`config.mk`:
```
export PLATFORM = sky130hd
export DESIGN_NAME = sprite_fetch_scheduler
export DESIGN_NICKNAME = d
export VERILOG_FILES = /design/src/rtl/sprite_fetch_scheduler_pkg.sv /design/src/rtl/sprite_fetch_scheduler.sv
export SDC_FILE = /design/constraint.sdc
export NUM_CORES = 1
export LEC_CHECK = 0
export ABC_CLOCK_PERIOD_IN_PS = 2000
export BUFFER_PORTS_ARGS = -buffer_cell sky130_fd_sc_hd__buf_2
export CAP_MARGIN = 20
export CELL_PAD_IN_SITES_DETAIL_PLACEMENT = 1
export CELL_PAD_IN_SITES_GLOBAL_PLACEMENT = 1
export CORE_AREA = 10 10 285 287
export DETAILED_ROUTE_END_ITERATION = 10
export DIE_AREA = 0 0 295 297
export PLACE_DENSITY_LB_ADDON = 0.1
export REMOVE_ABC_BUFFERS = 1
export SKIP_CTS_REPAIR_TIMING = 1
export SLEW_MARGIN = 20
export SYNTH_ARGS = -nofsm -noshare
export SYNTH_HDL_FRONTEND = slang
export SYNTH_SLANG_ARGS = --single-unit
```
`constraint.sdc`:
```
create_clock -name clk -period 2 [get_ports clk]
set_input_delay 0.3 -clock clk [delete_from_list [all_inputs] [get_ports clk]]
set_output_delay 0.3 -clock clk [all_outputs]
set_load 0.1 [all_outputs]
```
`src/rtl/sprite_fetch_scheduler_pkg.sv`:
```
// Shared widths, FSM state type and tile ROM content pattern for the sprite fetch path.
package sprite_fetch_scheduler_pkg;

  localparam int SPRITE_TILEROM_ADDRBIT = 10;
  localparam int SPRITE_TILEDATA_BIT    = 16;
  localparam int SPRITE_NUM             = 64;
  localparam int SPRITE_IDX_BIT         = 6;

  typedef enum logic [1:0] {
    ST_IDLE,
    ST_SCAN,
    ST_DRAIN
  } fetch_state_t;

  // Tile ROM word j holds j*0x11, truncated to the data width by the caller.
  function automatic logic [31:0] tile_pattern(input logic [31:0] addr);
    return addr * 32'h11;
  endfunction

endpackage

```
`src/rtl/sprite_fetch_scheduler.sv`:
```
// Walks all sprite slots once per line, sharing one registered tile ROM and
// writing every slot's tile row (or zero when inactive) into the line buffer.
module sprite_fetch_scheduler
  import sprite_fetch_scheduler_pkg::*;
#(
  parameter int NUM_SPRITES = SPRITE_NUM,
  parameter int ADDR_W      = SPRITE_TILEROM_ADDRBIT,
  parameter int DATA_W      = SPRITE_TILEDATA_BIT
) (
  input  logic                          clk,
  input  logic                          rst,
  input  logic                          line_start,
  input  logic [NUM_SPRITES-1:0]        req_valid,
  input  logic [NUM_SPRITES*ADDR_W-1:0] req_addr,
  output logic                          rom_en,
  output logic [ADDR_W-1:0]             rom_addr,
  input  logic [DATA_W-1:0]             rom_data,
  output logic                          wr_en,
  output logic [SPRITE_IDX_BIT-1:0]     wr_idx,
  output logic [DATA_W-1:0]             wr_data,
  output logic                          busy,
  output logic                          done,
  output logic                          overrun
);

  localparam int                IDX_W    = SPRITE_IDX_BIT;
  localparam logic [IDX_W-1:0]  LAST_IDX = IDX_W'(NUM_SPRITES - 1);

  fetch_state_t           state, state_n;
  logic [IDX_W-1:0]       idx, idx_n;
  logic [NUM_SPRITES-1:0] mask, mask_n;

  logic                   wvalid;
  logic                   wmask;
  logic [IDX_W-1:0]       widx;

  always_ff @(posedge clk) begin
    if (rst) begin
      state   <= ST_IDLE;
      idx     <= '0;
      mask    <= '0;
      wvalid  <= 1'b0;
      wmask   <= 1'b0;
      widx    <= '0;
      overrun <= 1'b0;
    end else begin
      state  <= state_n;
      idx    <= idx_n;
      mask   <= mask_n;
      // Write stage trails the issue stage by exactly the ROM read latency.
      wvalid <= (state == ST_SCAN);
      wmask  <= mask[idx];
      widx   <= idx;
      if (line_start && (state != ST_IDLE)) overrun <= 1'b1;
    end
  end

  always_comb begin
    state_n  = state;
    idx_n    = idx;
    mask_n   = mask;
    rom_en   = 1'b0;
    rom_addr = '0;
    busy     = 1'b0;
    done     = 1'b0;
    unique case (state)
      ST_IDLE: begin
        if (line_start) begin
          mask_n  = req_valid;
          idx_n   = '0;
          state_n = ST_SCAN;
        end
      end
      ST_SCAN: begin
        busy  = 1'b1;
        idx_n = idx + 1'b1;
        if (mask[idx]) begin
          rom_en   = 1'b1;
          rom_addr = req_addr[int'(idx)*ADDR_W +: ADDR_W];
        end
        if (idx == LAST_IDX) state_n = ST_DRAIN;
      end
      ST_DRAIN: begin
        busy    = 1'b1;
        done    = 1'b1;
        state_n = ST_IDLE;
      end
      default: state_n = ST_IDLE;
    endcase
  end

  assign wr_en   = wvalid;
  assign wr_idx  = widx;
  assign wr_data = (wvalid && wmask) ? rom_data : '0;

endmodule
```
* Word level (Yosys, flattened, before mapping)
Index checks and enable logic that the tools add are counted.
Operators by class: add/subtract/negate cells 1, $mul 1, order comparisons 1, equal/unequal tests 5, shifts and indexed selects 1, muxes and demuxes 14, reduce and logical (&&, ||, !) cells 9
Operator list (number):
- indexed part select 640 x 11 -> 10 bit | 1
- two-way mux 10 bit | 2
- two-way mux 16 bit | 1
- one-hot mux 6 bit (2 select lines) | 1
- multiplier 6 x 3 -> 9 bit, second input constant | 1
- < comparator 6 x 7 -> 1 bit, second input constant | 1
- adder 6 x 1 -> 6 bit, second input constant | 1
- binary-select mux 1 bit (select 6 bit) | 1
- == test 6 bit, second input constant | 1
- two-way mux 6 bit | 1
- AND reduction 2 bit | 3
- two-way mux 1 bit | 5
- two-way mux 2 bit | 2
- one-hot mux 2 bit (2 select lines) | 1
- nonzero test 2 bit | 2
- == test 2 x 1 -> 1 bit, second input constant | 1
- == test 2 bit, second input constant | 1
- logical AND 1 bit | 2
- zero test 2 bit | 1
- inequality test 2 x 1 -> 1 bit, second input constant | 1
- inequality test 2 bit, second input constant | 1
- OR reduction 2 bit | 1
Word-level totals: register bits after elaboration 81, bits of input ports 723, output and inout bits 37, logic and storage cells 39

* Logic depth before layout (Yosys ltp)
depth in word-level cells 4, gate-level depth with buffers 11, depth with buffers taken out 8

* Worst setup path before layout
OpenSTA, ideal clock, no wires.
path kind register to output, start register idx[0], end output port rom_addr[9], arrival 3139 ps, data required time 1700 ps, setup slack -1439 ps, cell stages (with the launch flop) 12, buffers on the path 6, cells stage by stage dfxtp_1 > buf_6 > buf_8 > buf_8 > buf_8 > buf_6 > buf_4 > a2bb2oi_1 > a31oi_1 > o21ai_0 > nand3b_1 > a21oi_1
Between the ends: cells in the longest elaborated chain, start to end 4, elaborated cells on any way between the ends 6, classes of those cells mul (1); shift (1); mux (4)
RTL lines:
- start: declaration | line sprite_fetch_scheduler.sv:30 | logic [IDX_W-1:0] idx, idx_n;
- start signal: assignment | line sprite_fetch_scheduler.sv:48 | idx <= idx_n;
- multiplier 6 x 3 -> 9 bit or binary-select mux 1 bit (select 6 bit) (tied branches) | line sprite_fetch_scheduler.sv:79, sprite_fetch_scheduler.sv:77
- indexed part select 640 x 11 -> 10 bit or two-way mux 1 bit (tied branches) | line sprite_fetch_scheduler.sv:79, sprite_fetch_scheduler.sv:77
- two-way mux 10 bit (*) | line sprite_fetch_scheduler.sv:77 | if (mask[idx]) begin
- two-way mux 10 bit (*) | line sprite_fetch_scheduler.sv:66 | unique case (state)
- end: declaration | line sprite_fetch_scheduler.sv:16 | output logic [ADDR_W-1:0] rom_addr,
Mark *: on every way between the ends. The rest lies on a longest branch, timed or not. The select of a mux whose other input is x is not followed.

* Worst setup path after layout
start register idx[0], end output port rom_addr[0]
Same word-level chain as after synthesis.

==> impl_results.md <==
- Post-route ant nets: 0
- Max incr delay on CP: 520 ps
- Pin count of the biggest net entering global routing: 65
- Largest family of logic cells by synthesized area: multiplexers
- DR DRC count: 0
- Most frequent cells after synthesis: nand2_1, mux4_2, a21oi_1, mux2i_1, dfxtp_1
- IO Count: 760
- Critical Path RT: 1700 ps
- Max-slew headroom at the worst pin: 64.6%
- GP Congestion: 0.882
- Die Y: 297 um
- Fmax: 335 MHz
- I/O Buffers: 759
- Power Total: 6760 uW
- Delay-heaviest family, CP: buffers and inverters
- Post-synth EDFFs: 0
- Number of global-route vias before repair: 12900
- Worst-path clk slew: 70 ps
- FF+latch count, synth: 81
- DR pass1 iterations: 5
- Power Density: 419 mW/mm2
- Critical path launch point type: flip-flop
- Critical path's most frequent cell: buf_12
- Setup violators final: 12
- Worst Path Arrival: 2680 ps
- Nets: 2475
- Adder-cell area share of the yosys netlist: 0.544%
- CP Cell Sequence: buf_12 > buf_12 > buf_12 > mux4_2 > a2111oi_4 > buf_4 > o21ai_0 > nand3b_1 > a21oi_2 > buf_12
- Core Area: 0.0754 mm2
- Final worst-path setup slack: -981 ps
- Top_reg_cell synth: dfxtp_1
- Total track usage: 16.2%
- Distinct cell type count of the synthesized netlist: 58
- Clock Sinks: 81
- First-pass GRT wire length: 101000 um
- Status: finished, violations left
- Sequential share of the synthesized area: 17.6%
- Leak: 0.00699 uW
- H-tree depth: 3
- CTS tree: done
- Final min period: 2980 ps
- Die area: 0.0876 mm2
- Part of the cycle the worst path needs: 149%
- Ys async rst share: 0%
- Compound-Gate Fraction of Synth Area: 13.8%
- Clk_lat worst skew: 370 ps
- Failing checks: setup timing
- Non-Filler Instances: 2755
- CTS Buf Count: 9
- Row count: 101
- Worst-path fanout max: 8
- Placed instance area: 0.0151 mm2
- Post-synthesis xor/xnor area fraction: 0.190%
- Layout cells sized above 1: 64.7%
- Gr ovfl total: 0
- Most frequent cell after synthesis: nand2_1
- Yosys top cell area share: 28.7%
- Post-Syn Instances: 907
- Antenna violations before repair: 63
- Worst Tran Pin Value: 516 ps
- Initial Util: 12.2%
- Post-Synthesis Cell Area: 0.00920 mm2
- Final Hold Viols: 0
- MaxCap Viol Count: 0
- Placed cells: 2689
- Horiz. Die Dim: 295 um
- Post-synth top area cell: mux4_2
- Clk_skew: 10.4 ps
- Via count: 11500
- Area contributors post-synth: mux4_2, dfxtp_1, mux2i_1, nand2_1, mux4_1
- Slew Limit Fails: 0
- Mean Syn Cell Area: 10.1 um2
- Drt wl/cell: 27.5 um
- Average via count per standard cell: 4.18
- Worst Hold Class: in -> reg
- Critical path's slowest cell: mux4_2
- Ys Warns: 0
- Buf+Inv Stages, Crit Path: 5
- Mux cell area share after synthesis: 47.0%
- Dpl hpwl: 66700 um
- Final WL: 75800 um
- RSZ-0062 raised after global routing: yes
- Worst vdd ir: 0.384 mV
- Crit Path Class: reg -> out
- Fill count: 8943
- Clk buf depth: 2
- Final TNS setup: -10590 ps
- CP Capture Type: output pin
- Synthesis-to-layout area growth: 75.3%
- Finished Cell Area: 0.0161 mm2
- Place WS: -807 ps
- CTS root buf: clkbuf_16
- Simple-gate share of the synthesized area: 13.3%
- Detailed Route Iter0 Violations: 501
[routing by layer]
layer	part of all wire (%)	vias up	wire length, um	track usage [%]
met1	36	5642	27500	16.7
met5	0.42	-	320	0
li1	-	5265	-	-
met4	1.2	50	923	3.56
met2	53	462	40400	30.4
met3	8.7	107	6590	6.21
[worst reg2reg max path: stages (launching register included)]
cell	delay (ps)
dfxtp_4	380
buf_8	120
mux4_2	500
a22o_1	260
a2111oi_4	190
a41o_2	200
nor2b_2	140
a211oi_1	50
buf_4	150
[state kept, by name, summed over array words and instances, names as in the netlist]
register / flops
wr_idx: 6
state: 2
wmask: 1
wr_en: 1
idx: 6
mask: 64
overrun: 1
[power by group]
group	internal, uW	switching (uW)	total [uW]
clock network	1120	841	1960
registers	1750	93.3	1840
logic	1520	1430	2960
total	4390	2370	6760
[metrics by stage]
stage / hold slack, ps / utilization (%)
2_1_floorplan: 367 / -
3_3_place_gp: 444 / 20.1
5_1_grt: 157 / 21.3
4_1_cts: 138 / 20.5
3_5_place_dp: 446 / 20.1
6_report: 160 / 21.4
[logic make-up (layout without fill, tap and decap cells)]
logic type,after synthesis,count (layout)
AND/OR/NAND/NOR,285,285
multiplexers,240,240
AO/OA/AOI/OAI,191,191
buffers and inverters,104,950
flip-flops,81,81
adder cells (fa/ha/maj),4,4
XOR/XNOR,2,2
other,0,24
[final timing paths]
| check | startpoint | to | depth (start not counted) | slack, ps |
|---|---|---|---|---|
| setup / recovery | idx[0] | rom_addr[0] | 10 | -980 |
| hold / removal | req_valid[35] | mask[35] | 3 | 160 |
| setup reg to reg | idx[0] | wmask | 8 | -100 |
| hold reg to reg | mask[29] | mask[29] | 2 | 450 |
[final cells by class]
class,count,area (um2),share of cell area (%)
multi-input cells,722,7090,44.0
repair buffers,926,5740,35.6
flip-flops and latches,81,1640,10.2
well taps,978,1220,7.59
clock buffers,9,225,1.40
clock inverters,7,108,0.667
diodes,24,60.1,0.372
inverters,8,30.0,0.186
[placed cells by master, fill, tap and decap left out, drive strengths merged, types with 3 or more instances in the layout]
cell	instances
nand3b	8
a22oi	11
o221ai	10
nand3	8
a311o	5
o22ai	3
nand2	198
inv	11
clkbuf	17
a22o	3
o21ai	22
mux2	14
mux4	144
a211o	7
a21oi	92
a2111oi	5
ha	4
mux2i	82
nand2b	5
a211oi	5
and3	18
diode	24
dfxtp	81
buf	918
a221oi	11
nor2	30
nor2b	9
No activity file was read; power rests on OpenSTA's default activity.
